### config.mk
export PLATFORM = sky130hd
export DESIGN_NAME = mem_arbiter
export DESIGN_NICKNAME = d
export VERILOG_FILES = /design/src/rtl/mem_arbiter.sv
export SDC_FILE = /design/constraint.sdc
export NUM_CORES = 1
export LEC_CHECK = 0
export ABC_AREA = 1
export BUFFER_PORTS_ARGS = -buffer_cell sky130_fd_sc_hd__buf_2
export CORE_AREA = 2 2 108 110
export CTS_CLUSTER_DIAMETER = 60
export CTS_CLUSTER_SIZE = 28
export DETAILED_ROUTE_END_ITERATION = 12
export DIE_AREA = 0 0 110 112
export MAX_ROUTING_LAYER = met4
export SYNTH_ARGS = -nofsm -noshare
export SYNTH_HDL_FRONTEND = slang
export SYNTH_SLANG_ARGS = --single-unit
### constraint.sdc
create_clock -name clk -period 1.6 [get_ports clk]
set_input_delay 0 -clock clk [delete_from_list [all_inputs] [get_ports clk]]
set_output_delay 0 -clock clk [all_outputs]
set_load 0.01 [all_outputs]
### src/rtl/mem_arbiter.sv
// mem_arbiter: shares a single memory request/response port between the
// instruction-fetch requester (imem_*) and the load/store requester (dmem_*).
// One transaction is outstanding at a time, and each response returns to the
// requester that owns it.
//
// Handshake rule for every channel: a transfer happens on a rising clk edge
// where both valid and ready are 1. A valid request holds its payload until
// that edge. Ready may depend combinationally on valid.
//
// Optional feature: define MEM_ARB_RR_EN for round-robin priority between the
// two requesters. Without it, dmem always wins when both are valid.
//
// state_dbg exposes the FSM state (0 = IDLE, 1 = WAIT_RESP).
module mem_arbiter #(
    parameter int ADDR_W = 32,
    parameter int DATA_W = 32,
    parameter int STRB_W = DATA_W / 8
) (
    input  logic              clk,
    input  logic              reset_n,
    input  logic              imem_req_valid,
    output logic              imem_req_ready,
    input  logic [ADDR_W-1:0] imem_req_addr,
    output logic              imem_resp_valid,
    input  logic              imem_resp_ready,
    output logic [DATA_W-1:0] imem_resp_data,
    input  logic              dmem_req_valid,
    output logic              dmem_req_ready,
    input  logic [ADDR_W-1:0] dmem_req_addr,
    input  logic              dmem_req_we,
    input  logic [DATA_W-1:0] dmem_req_wdata,
    input  logic [STRB_W-1:0] dmem_req_wstrb,
    output logic              dmem_resp_valid,
    input  logic              dmem_resp_ready,
    output logic [DATA_W-1:0] dmem_resp_rdata,
    output logic              mem_req_valid,
    input  logic              mem_req_ready,
    output logic [ADDR_W-1:0] mem_req_addr,
    output logic              mem_req_we,
    output logic [DATA_W-1:0] mem_req_wdata,
    output logic [STRB_W-1:0] mem_req_wstrb,
    input  logic              mem_resp_valid,
    output logic              mem_resp_ready,
    input  logic [DATA_W-1:0] mem_resp_rdata,
    output logic              busy,
    output logic              state_dbg
);

    typedef enum logic {
        IDLE      = 1'b0,
        WAIT_RESP = 1'b1
    } state_t;

    state_t state;
    logic   owner;      // 0 = imem, 1 = dmem
    logic   dmem_prio;  // dmem wins a tie
    logic   sel_dmem;   // requester currently selected in IDLE

`ifdef MEM_ARB_RR_EN
    logic rr_last;      // owner of the most recently accepted request

    // The requester that did not win last time wins a tie.
    assign dmem_prio = (rr_last == 1'b0);
`else
    assign dmem_prio = 1'b1;
`endif

    assign sel_dmem = dmem_req_valid & (~imem_req_valid | dmem_prio);

    // Payload mux: imem requests are always reads with no data or strobes.
    always_comb begin
        mem_req_addr  = imem_req_addr;
        mem_req_we    = 1'b0;
        mem_req_wdata = '0;
        mem_req_wstrb = '0;
        if (sel_dmem) begin
            mem_req_addr  = dmem_req_addr;
            mem_req_we    = dmem_req_we;
            mem_req_wdata = dmem_req_wdata;
            mem_req_wstrb = dmem_req_wstrb;
        end
    end

    // Response data goes to both sides; only the owner sees resp_valid.
    assign imem_resp_data  = mem_resp_rdata;
    assign dmem_resp_rdata = mem_resp_rdata;

    assign busy      = (state == WAIT_RESP);
    assign state_dbg = state;

    // Handshake routing from state; all valid/ready outputs are held low in reset.
    always_comb begin
        mem_req_valid   = 1'b0;
        imem_req_ready  = 1'b0;
        dmem_req_ready  = 1'b0;
        mem_resp_ready  = 1'b0;
        imem_resp_valid = 1'b0;
        dmem_resp_valid = 1'b0;
        if (reset_n) begin
            if (state == IDLE) begin
                if (sel_dmem) begin
                    mem_req_valid  = dmem_req_valid;
                    dmem_req_ready = mem_req_ready;
                end else begin
                    mem_req_valid  = imem_req_valid;
                    imem_req_ready = mem_req_ready;
                end
            end else begin
                if (owner) begin
                    dmem_resp_valid = mem_resp_valid;
                    mem_resp_ready  = dmem_resp_ready;
                end else begin
                    imem_resp_valid = mem_resp_valid;
                    mem_resp_ready  = imem_resp_ready;
                end
            end
        end
    end

    // FSM: latch the owner on request fire, return to IDLE on response fire.
    always_ff @(posedge clk or negedge reset_n) begin
        if (!reset_n) begin
            state   <= IDLE;
            owner   <= 1'b0;
`ifdef MEM_ARB_RR_EN
            rr_last <= 1'b1;
`endif
        end else begin
            case (state)
                IDLE: begin
                    if (mem_req_valid && mem_req_ready) begin
                        state   <= WAIT_RESP;
                        owner   <= sel_dmem;
`ifdef MEM_ARB_RR_EN
                        rr_last <= sel_dmem;
`endif
                    end
                end
                WAIT_RESP: begin
                    if (mem_resp_valid && mem_resp_ready) begin
                        state <= IDLE;
                    end
                end
                default: state <= IDLE;
            endcase
        end
    end

endmodule

==> results.py, run 1 <==
metrics = {
    "placement": {
        "port-buffer-count": 185,
        "finalWeightedCongestion": 0.771,
        "pre_cts_ws_ns": 0.619,
        "hpwl_um": 4140,
    },
    "die": {
        "ioPinCount": 282,
        "initial_core_util_pct": 12.2,
        "rows": 39,
        "fp.dieW_um": 110,
        "fp.coreArea_um2": 11200,
        "die_area_um2": 12300,
        "dieHeight_um": 112,
    },
    "cells_and_area": {
        "nFillCells": 1333,
        "layout-drive-gt1-share_pct": 49.4,
        "syn_to_final_growth_pct": 47.3,
        "antenna_cells": 0,
        "nets": 532,
    },
    "synthesis": {
        "synth_top_cell_by_area": "nand2_1",
        "ys_types": 13,
        "synthTopCellsByArea": "nand2_1, buf_4, inv_1, dfrtp_1, buf_2",
        "synth_seq_cells": 2,
        "netlist_area_um2": 1360,
        "yosysSeqAreaShare_pct": 3.67,
        "avgSynthCellArea_um2": 4.98,
        "yosysTopAreaCellShare_pct": 39.6,
        "ys.warnings.count": 0,
        "syn_nets": 415,
        "synth_cells": 274,
    },
    "global_routing": {
        "grt_util_met2_pct": 12.9,
        "grt_max_degree": 50,
        "met3_usage_pct": 1.87,
        "antenna_found_initial": 0,
        "grt_overflow": 0,
        "grtUsageMet1_pct": 8.00,
        "grt_pass1_vias": 1554,
        "grt_pass1_wl_um": 7350,
        "grt_use_total_pct": 7.62,
        "busiest_layer": "met2",
    },
    "power": {
        "power_leakage_nw": 1.59,
        "powerDensity_nw_per_um2": 545,
        "ir_drop_v": 0.000294,
    },
    "critical_path": {
        "r2r_end": "busy$_DFF_PN0_",
        "worstSetupStartpointType": "flop",
        "r2r-start": "busy$_DFF_PN0_",
        "worstSetupEndpointType": "output pin",
        "worst_ep_required_time_ns": 1.60,
        "path_class": "flop to output pin",
        "r2r_setup_slack_ns": 0.64,
        "reg2regPathDepth": 5,
        "cp.arrival_ns": 1.11,
        "cp_max_fo": 7,
    },
    "worst_hold_path": {
        "hold_depth": 0,
        "holdPathEnd": "imem_resp_data[21]",
        "worstHoldStart": "mem_resp_rdata[21]",
        "min_path_type": "primary input to output pin",
    },
    "timing": {
        "slew_headroom_pct": 69.9,
        "min_period_over_period_pct": 69.3,
        "clock_skew_ns": 0.00160,
        "setup_ws_ns": 0.491,
        "setup_violations": 0,
        "fin_setup_tns_ns": 0,
        "worst_pin_slew_ns": 0.451,
        "rsz0062_at_grt": "no",
        "fmax_mhz": 902,
        "min_period_ns": 1.11,
        "finalHoldViolCount": 0,
        "drv_slew": 0,
    },
    "run_status": {
        "outcome": "finished, final reports clean",
    },
    "route": {
        "wirelength_um": 5000,
        "vias": 1786,
        "ant_nets": 0,
        "firstDrtPassIters": 4,
        "drc": 0,
        "drtIter0Drc": 26,
        "drt-vias-per-instance": 3.36,
        "wl_per_cell_um": 9.39,
    },
    "clocking": {
        "cts_tree": "done",
        "path_clk_slew_ns": 0.03,
        "cts_max_path_buffers": 2,
        "cts-root-buf": "clkbuf_16",
        "cts.sinks": 2,
        "cts_made_buffers": 3,
        "htree_levels": 1,
        "clk_latency_ns": 0.22,
    },
    "flow_run": {
        "timing.max_cap.violations": 0,
    },
}
==> area by class of cell <==
cell class	count	area [um^2]	share of cell area, %
Clock buffer	3	75.1	3.74
Inverter	44	168	8.34
Multi-Input combinational cell	152	587	29.2
Sequential cell	2	50.0	2.49
Tap cell	143	179	8.90
Timing Repair Buffer	188	951	47.3
==> placed cells by master (no fill, tap or decap) <==
master         instances
buf_2                185
nand2_1              144
inv_1                 43
clkbuf_16              3
nand4_1                2
nor3_1                 2
dfrtp_1                2
buf_4                  2
inv_4                  1
a21oi_1                1
nor2_1                 1
nand3_1                1
nor3_2                 1
dlygate4sd3_1          1
==> metal layers <==
layer  part of all wire (%)  wire length, um
met2                     48             2390
met3                     11              547
met4                    4.2              209
met1                     37             1850
met5                      0                0
==> repair_timing <==
item | in CTS | in global routing
endpoints found under the hold margin | 2 | 0
buffers inserted | 0 | 0
gates resized for setup | 0 | 0
hold buffers | 1 | 0
==> power breakdown <==
group / internal, mW / leakage [nW] / switching [mW]
logic: 0.276 / 1.52 / 0.325
registers: 0.0762 / 0.0234 / 0.0418
clock network: 0.318 / 0.0370 / 0.0591
==> state kept, by name, indices dropped and copies added, names as in the netlist <==
signal and flops:
owner 1, busy 1
==> logic make-up (layout without fill, tap and decap cells) <==
family,count (synthesis),count (layout),share of synthesized area (%)
buffers and inverters,120,235,53.3
and+or+nand+nor,151,151,42.7
AOI/OAI and AO/OA,1,1,0.367
DFF,2,2,3.67
==> worst max path at each step <==
stage,cells after the start,endpoint,start,slack (ns)
2_1_floorplan,5,busy$_DFF_PN0_,busy$_DFF_PN0_,0.67
3_3_place_gp,5,busy$_DFF_PN0_,busy$_DFF_PN0_,0.67
3_5_place_dp,5,busy$_DFF_PN0_,busy$_DFF_PN0_,0.62
4_1_cts,3,imem_resp_valid,busy$_DFF_PN0_,0.46
5_1_grt,3,imem_resp_valid,busy$_DFF_PN0_,0.36
6_report,3,imem_resp_valid,busy$_DFF_PN0_,0.49
==> synth_stat cells <==
library cell,n
nand2_1,144
buf_4,69
inv_1,43
buf_2,6
dfrtp_1,2
nand4_1,2
nor3_1,2
a21oi_1,1
buf_6,1
inv_4,1
nand3_1,1
nor2_1,1
nor3_2,1
==> per-stage QoR <==
| stage | hold WS (ns) | std cells | instance area [um^2] | utilization (%) | power (mW) |
|---|---|---|---|---|---|
| after floorplan | -0.296 | 274 | 1360 | - | 0.589 |
| after global placement | -0.177 | 528 | 1920 | 17.2 | 0.719 |
| after detailed placement | -0.176 | 528 | 1920 | 17.2 | 0.724 |
| after CTS | 0.000101 | 532 | 2010 | 18.0 | 1.12 |
| after global routing | 0.0000267 | 532 | 2010 | 18.0 | 1.20 |
| final | 0.00000644 | 532 | 2010 | 18.0 | 1.10 |
==> worst max-delay path, stage by stage (launching register included) <==
cell     delay, ns
dfrtp_1       0.46
nand2_1       0.15
nor3_1        0.14
buf_2         0.15
No activity file was read; power rests on OpenSTA's default activity.
==> run 2: changes to the inputs <==
Settings changed: CORE_AREA 2 2 108 110 to 2 2 110 112, DIE_AREA 0 0 110 112 to 0 0 112 114.
Clock period 1.6 ns to 1 ns, I/O delays scaled along.
==> run 2 against run 1 <==
The run now ends with negative setup slack left; highest routed layer unchanged; sequential share of layout area about the same; worst setup slack worse by 0.51 ns; register-to-register slack lost 0.51 ns; largest power group unchanged; total power grew 68%; combinational power up 76%.
==> results.py, run 2 (synthesized netlist as in run 1, its figures left out) <==
metrics = {
    "die": {
        "dieHeight_um": 114,
        "die_area_um2": 12800,
        "ioPinCount": 282,
        "fp.coreArea_um2": 11700,
        "rows": 40,
        "fp.dieW_um": 112,
        "initial_core_util_pct": 11.6,
    },
    "global_routing": {
        "grt_pass1_wl_um": 7620,
        "grt_use_total_pct": 7.57,
        "antenna_found_initial": 0,
        "grt_max_degree": 42,
        "grt_overflow": 0,
        "grt_pass1_vias": 1563,
    },
    "cells_and_area": {
        "antenna_cells": 0,
        "regArea_um2": 51.3,
        "nFillCells": 1393,
        "syn_to_final_growth_pct": 52.9,
        "final_common_cell": "buf_2",
        "final_cell_mix": "buf_2, nand2_1, inv_1",
        "nets": 536,
        "multiInputGateArea_um2": 589,
        "layout-drive-gt1-share_pct": 50.9,
    },
    "power": {
        "powerDensity_nw_per_um2": 885,
        "finalPower_mw": 1.85,
        "ir_drop_v": 0.000454,
        "power_leakage_nw": 1.61,
    },
    "route": {
        "drc": 0,
        "wl_per_cell_um": 9.99,
        "route.met2.wl_um": 2540,
        "wirelength_um": 5390,
        "highest_layer": "met4",
        "met3_length_um": 725,
        "ant_nets": 0,
        "wl_met1_um": 1880,
        "drtIter0Drc": 39,
        "firstDrtPassIters": 4,
        "vias": 1869,
        "drt-vias-per-instance": 3.46,
    },
    "clocking": {
        "cts.sinks": 2,
        "cts_tree": "done",
        "clk_latency_ns": 0.22,
        "cts-root-buf": "clkbuf_16",
        "cts_max_path_buffers": 2,
        "cts_made_buffers": 3,
        "path_clk_slew_ns": 0.03,
        "htree_levels": 1,
    },
    "run_status": {
        "violations": "negative setup slack",
        "outcome": "finished, violations left",
    },
    "timing": {
        "slew_headroom_pct": 86.1,
        "min_period_ns": 1.02,
        "rsz0062_at_grt": "yes",
        "min_period_over_period_pct": 102,
        "finalHoldViolCount": 0,
        "setup_violations": 3,
        "setup_ws_ns": -0.0157,
        "fmax_mhz": 984,
        "clock_skew_ns": 0.0000973,
        "hold_ws_ns": 0.00000563,
        "drv_slew": 0,
        "worst_pin_slew_ns": 0.209,
    },
    "placement": {
        "port-buffer-count": 185,
        "finalWeightedCongestion": 0.817,
        "hpwl_um": 4550,
    },
    "critical_path": {
        "worst_ep_required_time_ns": 1.00,
        "worstSetupStartpointType": "flop",
        "cp.arrival_ns": 1.02,
        "reg2regPathDepth": 4,
        "cp_max_fo": 6,
        "path_class": "flop to output pin",
        "worstSetupEndpointType": "output pin",
    },
    "worst_hold_path": {
        "hold_depth": 0,
        "min_path_type": "primary input to output pin",
    },
    "flow_run": {
        "timing.max_cap.violations": 0,
    },
}
==> run 2: cell count changes in the layout (fill, tap and decap cells not counted) <==
cell	before	now
inv_1	43	41
dfrtp_1	2	1
nand2_2	0	1
buf_4	2	3
buf_12	0	3
dfrtp_2	0	1
nand2_1	144	143
inv_2	0	2
==> run 2: timing repair <==
action,CTS,global route
hold endpoints to repair,2,0
hold buffers,1,0
setup endpoints to repair,4,4
buffers inserted,3,0
gates resized for setup,1,3
pin swaps,0,0
==> run 2: area by class of cell <==
type,instances,area share [%]
clock buffer,3,3.60
inverter,44,8.04
multi-input combinational,152,28.3
sequential,2,2.46
tap,147,8.82
timing repair buffer,192,48.8
==> run 2: where the power goes <==
group          internal, mW  switching, mW
combinational         0.516          0.547
clock                 0.508         0.0813
sequential            0.126         0.0664
==> run 2: metal layers <==
layer / vias to the layer above / GRT usage (%)
li1: 953 / -
met1: 744 / 7.48
met2: 136 / 13.3
met3: 36 / 2.87
met4: 0 / 3.50
met5: - / -
==> run 2: worst paths after layout <==
check	slack [ns]	endpoint	start
min	0.000006	dmem_resp_rdata[17]	mem_resp_rdata[17]
max in group asynchronous	0.67	busy$_DFF_PN0_	reset_n
min reg2reg	0.64	owner$_DFFE_PN0P_	owner$_DFFE_PN0P_
max reg2reg	0.13	owner$_DFFE_PN0P_	busy$_DFF_PN0_
max	-0.02	imem_resp_valid	busy$_DFF_PN0_
min in group asynchronous	0.20	owner$_DFFE_PN0P_	reset_n
==> run 2: critical path: stages, from the launching register on <==
cell	delay, ns
dfrtp_2	0.42
nand2_2	0.09
nor3_1	0.13
buf_2	0.15
==> run 2: through the flow <==
step	TNS [ns]	setup WS (ns)	util (%)	std cells	cell area [um^2]
floorplan	0	0.0732	-	274	1360
global placement	0	0.0584	16.9	533	1970
detailed placement	0	0.0470	16.9	533	1970
CTS	-0.0819	-0.0265	17.8	540	2080
global route	-0.273	-0.0794	17.8	540	2090
finish	-0.0437	-0.0157	17.8	540	2090
==> run 3: changes to the inputs <==
Settings changed: SETUP_SLACK_MARGIN set to 0.2.
==> run 3 against run 2 <==
Critical path depth unchanged; worst hold slack about the same; critical endpoint is now imem_req_ready; utilization increased by 0.42 points; the flow still finishes with violations (negative setup slack); clock power increased by 4.8%; count of clock-buffer cells in the layout increased by 1.
==> results.py, run 3 (synthesized netlist as in run 1, its figures left out) <==
metrics = {
    "placement": {
        "hpwl_um": 4310,
        "finalWeightedCongestion": 0.733,
        "dp.cells": 533,
        "port-buffer-count": 185,
    },
    "route": {
        "drc": 0,
        "drt-vias-per-instance": 3.41,
        "ant_nets": 0,
        "drtIter0Drc": 21,
        "vias": 1856,
        "wirelength_um": 5180,
        "firstDrtPassIters": 4,
        "wl_per_cell_um": 9.51,
    },
    "critical_path": {
        "cp_max_fo": 5,
        "cp_num_buf_inv": 2,
        "worstSetupStartpointType": "flop",
        "cp_slowest_cell": "dfrtp_2",
        "r2r_setup_slack_ns": 0.06,
        "worstPathCellList": "buf_4 > nor3_2 > buf_2",
        "cp.arrival_ns": 1.04,
        "crit_family": "flip-flops",
        "worst_ep_required_time_ns": 1.00,
        "path_class": "flop to output pin",
        "critPathMaxStageDelay_ns": 0.44,
        "worstSetupEndpointType": "output pin",
    },
    "die": {
        "ioPinCount": 282,
        "fp.dieW_um": 112,
        "die_area_um2": 12800,
        "rows": 40,
        "dieHeight_um": 114,
        "fp.coreArea_um2": 11700,
        "initial_core_util_pct": 11.6,
    },
    "power": {
        "ir_drop_v": 0.000461,
        "powerDensity_nw_per_um2": 965,
        "finalPower_mw": 2.06,
        "power_leakage_nw": 1.63,
    },
    "clocking": {
        "cts-root-buf": "clkbuf_16",
        "cts_tree": "done",
        "cts_max_path_buffers": 2,
        "cts_made_buffers": 3,
        "path_clk_slew_ns": 0.03,
        "cts.sinks": 2,
        "htree_levels": 1,
        "clk_latency_ns": 0.22,
    },
    "timing": {
        "worst_pin_slew_ns": 0.284,
        "fmax_mhz": 962,
        "finalHoldViolCount": 0,
        "setup_violations": 6,
        "min_period_ns": 1.04,
        "fin_setup_tns_ns": -0.142,
        "setup_ws_ns": -0.0394,
        "hold_ws_ns": 0.00000586,
        "rsz0062_at_grt": "yes",
        "clock_skew_ns": 0.00431,
        "slew_headroom_pct": 81.1,
        "drv_slew": 0,
        "min_period_over_period_pct": 104,
    },
    "cells_and_area": {
        "antenna_cells": 0,
        "post-route-util_pct": 18.2,
        "final_common_cell": "buf_2",
        "nFillCells": 1388,
        "stdcell_count": 545,
        "nets": 540,
        "final_cell_mix": "buf_2, nand2_1, inv_1, buf_4",
        "layout-drive-gt1-share_pct": 52.5,
        "syn_to_final_growth_pct": 56.5,
    },
    "global_routing": {
        "grt_max_degree": 44,
        "antenna_found_initial": 0,
        "grt_use_total_pct": 7.04,
        "grt_overflow": 0,
        "grt_pass1_wl_um": 7180,
        "grt_pass1_vias": 1571,
    },
    "run_status": {
        "violations": "negative setup slack",
        "outcome": "finished, violations left",
    },
    "flow_run": {
        "timing.max_cap.violations": 0,
    },
    "worst_hold_path": {
        "min_path_type": "primary input to output pin",
    },
}
==> run 3: cell types whose count changed in the layout (fill, tap and decap cells not counted), sizes merged <==
cell | before | now
buf | 191 | 195
clkbuf | 3 | 4
==> run 3: final cells by class <==
type                       instances  area [um^2]  area share, %
timing repair buffer             196         1050           49.2
tap                              147          184           8.62
inverter                          44          168           7.85
sequential                         2         51.3           2.40
multi-input combinational        152          603           28.3
clock buffer                       4         78.8           3.69
==> run 3: metrics by stage <==
step | setup slack [ns] | cell area [um^2]
after floorplan | 0.166 | 1370
after global placement | 0.135 | 1970
after detailed placement | 0.119 | 1970
after CTS | -0.0388 | 2090
after global routing | -0.0843 | 2130
final | -0.0394 | 2130
==> run 3: metal layers <==
metal	vias to the layer above	track usage, %	part of all wire (%)
li1	961	-	-
met1	727	6.90	35
met2	131	12.4	47
met3	37	2.39	13
met4	0	3.74	5.0
met5	-	-	0
==> run 3: power breakdown <==
group          internal [mW]  total, mW  switching (mW)
combinational          0.645       1.25           0.608
sequential             0.126      0.190          0.0637
clock                  0.525      0.617          0.0924
total                   1.30       2.06           0.764
==> run 3: path summary, 6_finish.rpt <==
check	from	to	cells past startpoint
max	busy$_DFF_PN0_	imem_req_ready	3
min	mem_resp_rdata[17]	dmem_resp_rdata[17]	0
max reg2reg	busy$_DFF_PN0_	owner$_DFFE_PN0P_	5
min reg2reg	owner$_DFFE_PN0P_	owner$_DFFE_PN0P_	3
max in group asynchronous	reset_n	busy$_DFF_PN0_	2
min in group asynchronous	reset_n	busy$_DFF_PN0_	2
==> run 3: worst register-to-register path, stage by stage, from the launching register on <==
cell and delay (ns):
dfrtp_2 0.44, inv_2 0.08, buf_6 0.08, nand4_1 0.10, nand2_1 0.08, nand2_1 0.05
==> run 3: repair_timing <==
action,4_1_cts,5_1_grt
gates resized for setup,3,6
setup buffers,3,4
setup endpoints to repair,10,33
pin swaps,4,2
hold buffers,1,0
endpoints found under the hold margin,2,0
